### config.mk
export PLATFORM = sky130hd
export DESIGN_NAME = chimera_wide_bypass_ctrl
export DESIGN_NICKNAME = d
export VERILOG_FILES = /design/src/rtl/chimera_wide_bypass_ctrl.sv
export SDC_FILE = /design/constraint.sdc
export NUM_CORES = 1
export LEC_CHECK = 0
export BUFFER_PORTS_ARGS = -buffer_cell sky130_fd_sc_hd__buf_4
export CORE_MARGIN = 3
export CORE_UTILIZATION = 40
export DETAILED_ROUTE_END_ITERATION = 10
export PLACE_DENSITY_LB_ADDON = 0.08
export SETUP_SLACK_MARGIN = 0.15
export SLEW_MARGIN = 20
export SYNTH_ARGS = -nofsm -noshare
export SYNTH_HDL_FRONTEND = slang
export SYNTH_SLANG_ARGS = --single-unit
### constraint.sdc
create_clock -name clk_i -period 6.65 [get_ports clk_i]
set_input_delay 0 -clock clk_i [delete_from_list [all_inputs] [get_ports clk_i]]
set_output_delay 0 -clock clk_i [all_outputs]
set_load 0.005 [all_outputs]
### src/rtl/chimera_wide_bypass_ctrl.sv
// Wide-port bypass mode controller: gates new AW/AR, drains in-flight writes/reads,
// then flips bypass_mode_o so the demux never reroutes with transactions outstanding.

module chimera_wide_bypass_cnt #(
    parameter int unsigned MaxOutstanding = 8,
    parameter int unsigned CntWidth       = 4
) (
    input  logic                clk_i,
    input  logic                rst_ni,
    input  logic                inc,
    input  logic                dec,
    output logic [CntWidth-1:0] cnt,
    output logic                full
);

    localparam logic [CntWidth-1:0] CntOne = CntWidth'(1);
    localparam logic [CntWidth-1:0] CntMax = CntWidth'(MaxOutstanding);

    assign full = (cnt == CntMax);

    // Simultaneous issue and completion cancel; an unmatched completion at zero is dropped.
    always_ff @(posedge clk_i or negedge rst_ni) begin
        if (!rst_ni) begin
            cnt <= '0;
        end else if (inc && !dec) begin
            cnt <= cnt + CntOne;
        end else if (dec && !inc && (cnt != '0)) begin
            cnt <= cnt - CntOne;
        end
    end

    underflow_a: assert property (@(posedge clk_i) disable iff (!rst_ni)
        !(dec && !inc && (cnt == '0)))
        else $error("outstanding counter decremented at zero");

endmodule

module chimera_wide_bypass_ctrl #(
    parameter int unsigned MaxOutstanding = 8,
    parameter logic        BypassResetVal = 1'b0,
    localparam int unsigned CntWidth      = $clog2(MaxOutstanding + 1)
) (
    input  logic                clk_i,
    input  logic                rst_ni,

    input  logic                mode_req_valid_i,
    input  logic                mode_req_i,
    output logic                mode_req_ready_o,

    input  logic                slv_aw_valid_i,
    output logic                slv_aw_ready_o,
    output logic                mst_aw_valid_o,
    input  logic                mst_aw_ready_i,

    input  logic                slv_ar_valid_i,
    output logic                slv_ar_ready_o,
    output logic                mst_ar_valid_o,
    input  logic                mst_ar_ready_i,

    input  logic                b_valid_i,
    input  logic                b_ready_i,

    input  logic                r_valid_i,
    input  logic                r_ready_i,
    input  logic                r_last_i,

    output logic                bypass_mode_o,
    output logic                busy_o,
    output logic [CntWidth-1:0] wr_outstanding_o,
    output logic [CntWidth-1:0] rd_outstanding_o
);

    localparam int unsigned NumCh = 2;  // 0: write (AW/B), 1: read (AR/R-last)

    typedef enum logic [1:0] {IDLE, DRAIN, SWITCH} state_e;

    state_e                             state_q;
    logic                               drained;
    logic [NumCh-1:0]                   up_valid, up_ready, dn_valid, dn_ready;
    logic [NumCh-1:0]                   blk, full, inc, dec;
    logic [NumCh-1:0][CntWidth-1:0]     cnt;

    assign up_valid = {slv_ar_valid_i, slv_aw_valid_i};
    assign dn_ready = {mst_ar_ready_i, mst_aw_ready_i};
    assign dec      = {r_valid_i & r_ready_i & r_last_i, b_valid_i & b_ready_i};

    // Each channel is throttled only by its own counter; the FSM gates both.
    for (genvar g = 0; g < NumCh; g++) begin : g_ch
        assign blk[g]      = (state_q != IDLE) | full[g];
        assign dn_valid[g] = up_valid[g] & ~blk[g];
        assign up_ready[g] = dn_ready[g] & ~blk[g];
        assign inc[g]      = dn_valid[g] & dn_ready[g];

        chimera_wide_bypass_cnt #(
            .MaxOutstanding (MaxOutstanding),
            .CntWidth       (CntWidth)
        ) u_cnt (
            .clk_i  (clk_i),
            .rst_ni (rst_ni),
            .inc    (inc[g]),
            .dec    (dec[g]),
            .cnt    (cnt[g]),
            .full   (full[g])
        );
    end

    assign mst_aw_valid_o   = dn_valid[0];
    assign slv_aw_ready_o   = up_ready[0];
    assign mst_ar_valid_o   = dn_valid[1];
    assign slv_ar_ready_o   = up_ready[1];
    assign wr_outstanding_o = cnt[0];
    assign rd_outstanding_o = cnt[1];

    assign drained = (cnt[0] == '0) && (cnt[1] == '0);
    assign busy_o  = (state_q != IDLE);

    // A request for the mode already in force completes without draining.
    assign mode_req_ready_o = (state_q == SWITCH) ||
                              ((state_q == IDLE) && mode_req_valid_i &&
                               (mode_req_i == bypass_mode_o));

    always_ff @(posedge clk_i or negedge rst_ni) begin
        if (!rst_ni) begin
            state_q       <= IDLE;
            bypass_mode_o <= BypassResetVal;
        end else begin
            case (state_q)
                IDLE: begin
                    if (mode_req_valid_i && (mode_req_i != bypass_mode_o)) begin
                        state_q <= DRAIN;
                    end
                end
                DRAIN: begin
                    if (drained) begin
                        state_q <= SWITCH;
                    end
                end
                SWITCH: begin
                    bypass_mode_o <= mode_req_i;
                    state_q       <= IDLE;
                end
                default: state_q <= IDLE;
            endcase
        end
    end

    req_held_a: assert property (@(posedge clk_i) disable iff (!rst_ni)
        (state_q == DRAIN) |-> mode_req_valid_i)
        else $error("mode request withdrawn while draining");

endmodule

==> metrics.md, run 1 <==
| Metric | Value |
|---|---|
| Share of cells above drive strength 1 | `0.352` |
| Cell family with the largest share of critical-path delay | `simple AND/OR/NAND/NOR gates` |
| Pwr/cell area | `378 nW/um^2` |
| Worst slew pin tran | `a little under 0.5 ns` |
| Die area | `2600 sq um` |
| Number of global-route vias before repair | `654` |
| Total GRT Usage | `0.144` |
| Final period utilization | `0.355` |
| Maximum frequency from static timing analysis | `423 MHz` |
| Syn Std Cell Area | `811 sq um` |
| Clock tree from TritonCTS | `built` |
| Port Buf Inserts | `27` |
| Clock network latency to the later pin of the worst-skew pair | `0.26 ns` |
| Max-slew violations | `0` |
| Max-capacitance violation count | `0` |
| Yosys Warn Count | `0` |
| Post-synthesis instance total | `75` |
| Total via count after detailed routing | `~670` |
| Fin nets | `128` |
| Type of the worst setup path | `flop to flop` |
| Unrepaired setup endpoints after global routing | `false` |
| Effective utilization at floorplan | `0.445` |
| Reg2reg end | `g_ch[0].u_cnt.cnt[3]` |
| Leading cell type in the layout, fill and taps excluded | `buf_4` |
| Post-cts sizing count | `0` |
| Accumulated negative setup slack | `0 ns` |
| Classification of the worst-slack hold path | `input pin to async pin` |
| CP endpoint kind | `flop` |
| DR WL/cell | `12.4 um` |
| Number of clock sinks | `11` |
| Chain of cells forming the critical path | `nor3_1, a21oi_2, nand2_1, ha_1, or2_2, a211o_1, mux2i_1, xor2_1` |
| Avg Vias per Cell | `~5` |
| Post-route minimum period | `approximately 2.4 ns` |
| Critical path's largest stage delay | `0.46 ns` |
| First-pass detailed-route iteration total | `3` |
| Violation count after the first detailed-routing iteration | `10` |
| Root buffer cell | `clkbuf_4` |
| Count of H-tree levels built during CTS | `1` |
| Endpoints failing hold | `0` |
| Data arrival time of the worst path | `~2.6 ns` |
| Source of the worst register-to-register timing path | `g_ch[0].u_cnt.cnt[0]` |
| Io pins | `28` |
| Inserted Clock Buffers | `3` |
| Library cells used by synthesis | `30` |
| Post-route DRC violation count | `0` |
| Routability-driven placement congestion ratio | `0.687` |
| Wire length of the first global-routing pass | `2820 um` |
| Setup violations, final | `0` |
| CP startpoint kind | `flop` |
| Final WL | `1650 um` |
| Synthesized flop and latch total | `11` |
| Standard-cell row count | `15` |
| Net Count, Synth | `between 90 and 100` |
| Final ANT Viol Nets | `0` |
| R2R depth | `8` |
| Reg2Reg Setup Slack | `4.29 ns` |
| Longest Clk Path Bufs | `2` |
| Post-CTS setup repair buffer count | `0` |
| GRT overflow | `0` |
| Die height | `51.0 um` |
| Slew Limit Headroom | `0.672` |
| Worst setup skew after layout | `0.00221 ns` |
| Worst Path Required | `6.84 ns` |
| Maximum fanout along the worst path | `6` |
| Largest net degree at the start of global routing | `12` |
| Number of antenna diodes | `0` |
| Area overhead of the layout relative to synthesis | `34.7%` |
| Leakage power of the design | `0.497 nW` |
| Highest-count cells in the layout ignoring fill and taps | `buf_4, dfrtp_1, nor2_1, a21oi_1, mux2i_1` |
| Die span in x | `51.0 um` |
| WP buf/inv | `0` |
| Number of antenna violations at the first check in global routing | `0` |
| Average instance area after synthesis | `10.8 sq um` |
| Highest ir drop seen on vdd | `0.000232 V` |
| Half-perimeter wire length after detailed placement | `approximately 1300 um` |
| Worst slack on hold paths | `about 0.11 ns` |
| Clock-pin slew on the worst setup and hold paths | `roughly 0.070 ns` |
| Crit-path slowest cell | `dfrtp_1` |
| Quantity of hold-fixing buffers added after cts | `2` |
| Placeable Area | `1820 sq um` |
| Share of synthesized area occupied by flip-flops and latches | `0.340` |
| Status | `complete, no violations` |
-- layer usage --
| metal | track usage | wire length (um) |
|---|---|---|
| met2 | 0.240 | 795 |
| met5 | 0 | 0 |
| met1 | 0.177 | 753 |
| met3 | 0.0525 | 89 |
| met4 | 0.0269 | 10 |
-- worst max-delay path by stage --
stage,depth (start not counted),slack (ns),end,from
floorplan,8,4.47,g_ch[0].u_cnt.cnt[3],g_ch[0].u_cnt.cnt[0]
global placement,8,4.40,g_ch[0].u_cnt.cnt[3],g_ch[0].u_cnt.cnt[0]
detailed placement,8,4.32,g_ch[0].u_cnt.cnt[3],g_ch[0].u_cnt.cnt[0]
CTS,8,4.29,g_ch[0].u_cnt.cnt[3],g_ch[0].u_cnt.cnt[0]
global route,8,4.17,g_ch[0].u_cnt.cnt[3],g_ch[0].u_cnt.cnt[0]
finish,8,4.29,g_ch[0].u_cnt.cnt[3],g_ch[0].u_cnt.cnt[0]
-- area by class of cell --
cell class	instances	area (sq um)
multi-input cells	63	532
inverters	1	3.75
fillers	172	728
clock inverters	1	5.00
well taps	25	31.3
repair buffers	29	223
flip-flops and latches	11	275
clock buffers	3	22.5
-- through the flow --
stage / instances / total power [mW] / instance area, sq um / util / setup WS, ns
detailed placement: 127 / 0.373 / 1040 / 0.574 / 4.32
global placement: 127 / 0.363 / 1040 / 0.574 / 4.40
finish: 133 / 0.413 / 1090 / 0.600 / 4.29
floorplan: 75 / 0.278 / 811 / - / 4.47
global route: 133 / 0.457 / 1090 / 0.600 / 4.17
CTS: 133 / 0.421 / 1090 / 0.600 / 4.29
-- where the power goes --
| part | internal (mW) | switching (mW) |
|---|---|---|
| Sequential | 0.0969 | 0.0517 |
| Combinational | 0.129 | 0.0919 |
| Clock | 0.0222 | 0.0213 |
| Total | 0.248 | 0.165 |
-- synth_stat cells --
cell type	number	area (sq um)
or2_2	1	6.26
nand3b_1	1	7.51
and3_1	2	12.5
a211o_1	2	17.5
mux2_4	1	15.0
fa_1	2	40.0
mux2i_1	5	50.1
dfrtp_1	11	275
xor2_1	3	26.3
nand4bb_1	1	11.3
or3_1	1	6.26
nor4_1	2	12.5
a21boi_4	1	18.8
nand2_1	3	11.3
ha_1	4	50.1
nand4b_1	2	17.5
a21oi_1	5	25.0
xnor2_1	3	26.3
and2_1	4	25.0
mux2_1	3	33.8
nor3b_1	2	15.0
nand3_1	4	20.0
nand3_2	1	10.0
a21oi_2	1	8.76
inv_1	1	3.75
or4b_4	1	13.8
nor2_1	5	18.8
nor2b_1	1	6.26
nand4_4	1	21.3
nor3_1	1	5.00
-- registers in the layout (all words and copies together), names as in the netlist --
register        cells
bypass_mode_o       1
g_ch.u_cnt.cnt      8
state_q             2
-- logic make-up (layout without fill, tap and decap cells) --
family          count (synthesis)  count (layout)  synth area share
simple gates                   33              33             0.272
flops                          11              11             0.340
compound gates                  9               9            0.0864
mux                             9               9             0.122
fa+ha+maj                       6               6             0.111
xor+xnor                        6               6            0.0648
buf+inv                         1              34           0.00463
No activity file was read; power rests on OpenSTA's default activity.
==> run 2, diff against run 1 <==
==> constraint.sdc (replaced) <==
create_clock -name clk_i -period 2.3 [get_ports clk_i]
set_input_delay 0 -clock clk_i [delete_from_list [all_inputs] [get_ports clk_i]]
set_output_delay 0 -clock clk_i [all_outputs]
set_load 0.005 [all_outputs]
==> metrics.md, run 2 (synthesis gave the netlist of run 1 again) <==
| Metric | Value |
|---|---|
| Routability-driven placement congestion ratio | `0.769 (+12%)` |
| Die span in x | `51.0 um (unchanged)` |
| Post-route DRC violation count | `0 (unchanged)` |
| Max-capacitance violation count | `0 (unchanged)` |
| Longest Clk Path Bufs | `2 (unchanged)` |
| Number of global-route vias before repair | `713 (+9.0%)` |
| Number of antenna diodes | `0 (unchanged)` |
| Worst slew pin tran | `0.543 ns (+0.0557 ns)` |
| Final WL | `1860 um (+13%)` |
| Total GRT Usage | `0.155 (+0.0111)` |
| Largest net degree at the start of global routing | `12 (unchanged)` |
| Endpoints failing hold | `0 (unchanged)` |
| Root buffer cell | `clkbuf_4` |
| Maximum fanout along the worst path | `5 (-1)` |
| Worst setup skew after layout | `0.00261 ns (+0.000401 ns)` |
| Inserted Clock Buffers | `3 (unchanged)` |
| Io pins | `28 (unchanged)` |
| Area overhead of the layout relative to synthesis | `51.7%` |
| Unrepaired setup endpoints after global routing | `true` |
| Highest ir drop seen on vdd | `0.000748 V (+220%)` |
| Count of H-tree levels built during CTS | `1 (unchanged)` |
| Share of cells above drive strength 1 | `0.483 (+0.131)` |
| GRT overflow | `0 (unchanged)` |
| Worst Path Required | `2.50 ns (-4.34 ns)` |
| Die height | `51.0 um (unchanged)` |
| Slew Limit Headroom | `0.635 (-0.0375)` |
| Wire length of the first global-routing pass | `3090 um (+9.8%)` |
| Pwr/cell area | `1140 nW/um^2 (+200%)` |
| Highest-count cells in the layout ignoring fill and taps | `buf_4, dfrtp_1, mux2i_1` |
| Avg Vias per Cell | `5.26 (+4.9%)` |
| Data arrival time of the worst path | `2.25 ns (-0.30 ns)` |
| Post-route minimum period | `2.05 ns (-0.308 ns)` |
| Number of antenna violations at the first check in global routing | `0 (unchanged)` |
| Half-perimeter wire length after detailed placement | `1410 um (+5.1%)` |
| Classification of the worst-slack hold path | `input pin to async pin` |
| Top reg by flops | `g_ch.u_cnt.cnt` |
| CP startpoint kind | `flop` |
| Leakage power of the design | `0.547 nW (+10%)` |
| Total via count after detailed routing | `752 (+13%)` |
| Post-route design area | `1230 sq um (+13%)` |
| Clock network latency to the later pin of the worst-skew pair | `0.27 ns (about the same)` |
| Fin nets | `138 (+7.8%)` |
| Leading cell type in the layout, fill and taps excluded | `buf_4` |
| Violation count after the first detailed-routing iteration | `12 (+2)` |
| Setup violations, final | `0 (unchanged)` |
| Accumulated negative setup slack | `0 ns (unchanged)` |
| Number of flip-flops in the largest register | `8 (unchanged)` |
| DR WL/cell | `13.0 um (+4.9%)` |
| Maximum frequency from static timing analysis | `487 MHz (+15%)` |
| Number of clock sinks | `11 (unchanged)` |
| Max-slew violations | `0 (unchanged)` |
| Type of the worst setup path | `flop to flop` |
| Clock tree from TritonCTS | `built` |
| Placeable Area | `1820 sq um (unchanged)` |
| Die area | `2600 sq um (unchanged)` |
| Final ANT Viol Nets | `0 (unchanged)` |
| Port Buf Inserts | `27 (unchanged)` |
| Status | `complete, no violations` |
| Standard-cell row count | `15 (unchanged)` |
| Effective utilization at floorplan | `0.445 (unchanged)` |
| Final period utilization | `0.893 (+0.538)` |
| Post-placement cell area | `1100 sq um (+5.7%)` |
| Largest registers | `g_ch.u_cnt.cnt x8, state_q x2, bypass_mode_o x1` |
| First-pass detailed-route iteration total | `4 (+1)` |
| CP endpoint kind | `flop` |
| Clock-pin slew on the worst setup and hold paths | `0.08 ns (about the same)` |
run 2: timing repair:
action,4_1_cts,5_1_grt
setup endpoints to repair,1,2
endpoints found under the hold margin,12,0
pin swaps,0,3
hold buffers,2,0
setup buffers,1,2
resized for setup,0,10
run 2: where the power goes:
group          internal [mW]  switching, mW  leakage (nW)
logic                  0.508          0.376         0.403
clock network         0.0671         0.0703        0.0150
registers              0.286          0.101         0.129
run 2: per-stage QoR:
stage,utilization,hold WS (ns),power (mW),setup WS [ns],cells
6_report,0.676,0.0927,1.41,0.247,143
5_1_grt,0.676,0.111,1.55,0.0982,143
4_1_cts,0.636,0.0944,1.31,0.158,141
3_5_place_dp,0.607,-0.156,1.16,0.139,134
3_3_place_gp,0.607,-0.156,1.14,0.189,134
2_1_floorplan,-,-0.296,0.820,0.179,75
run 2: final timing paths:
check	from	to	slack, ns	depth (start not counted)
worst max-delay path	g_ch[0].u_cnt.cnt[1]	g_ch[0].u_cnt.cnt[3]	0.25	8
worst min-delay path	rst_ni	g_ch[0].u_cnt.cnt[3]	0.09	2
worst max register to register	g_ch[0].u_cnt.cnt[1]	g_ch[0].u_cnt.cnt[3]	0.25	8
worst min register to register	bypass_mode_o	bypass_mode_o	0.54	1
max in group asynchronous	rst_ni	g_ch[1].u_cnt.cnt[3]	2.04	2
min in group clk_i	mode_req_valid_i	state_q[0]	0.16	4
run 2: cell type report:
type                       count  area (sq um)
fill                         150           591
sequential                    11           279
timing repair buffer          39           298
multi-input combinational     63           592
tap                           25          31.3
inverter                       1          3.75
clock buffer                   4          26.3
run 2: worst max-delay path: stages, from the launching register on:
cell	delay, ns
dfrtp_2	0.46
nor3_4	0.21
a21oi_2	0.09
nand2_2	0.13
ha_4	0.21
a211o_1	0.31
a211o_1	0.26
mux2i_1	0.15
xor2_1	0.15
run 2: per-layer routing:
layer | track usage | routed length (um) | vias up
met5 | 0 | 0 | -
met4 | 0.0404 | 16 | 0
met3 | 0.0379 | 92 | 2
met2 | 0.251 | 952 | 15
met1 | 0.204 | 797 | 369
li1 | - | - | 366
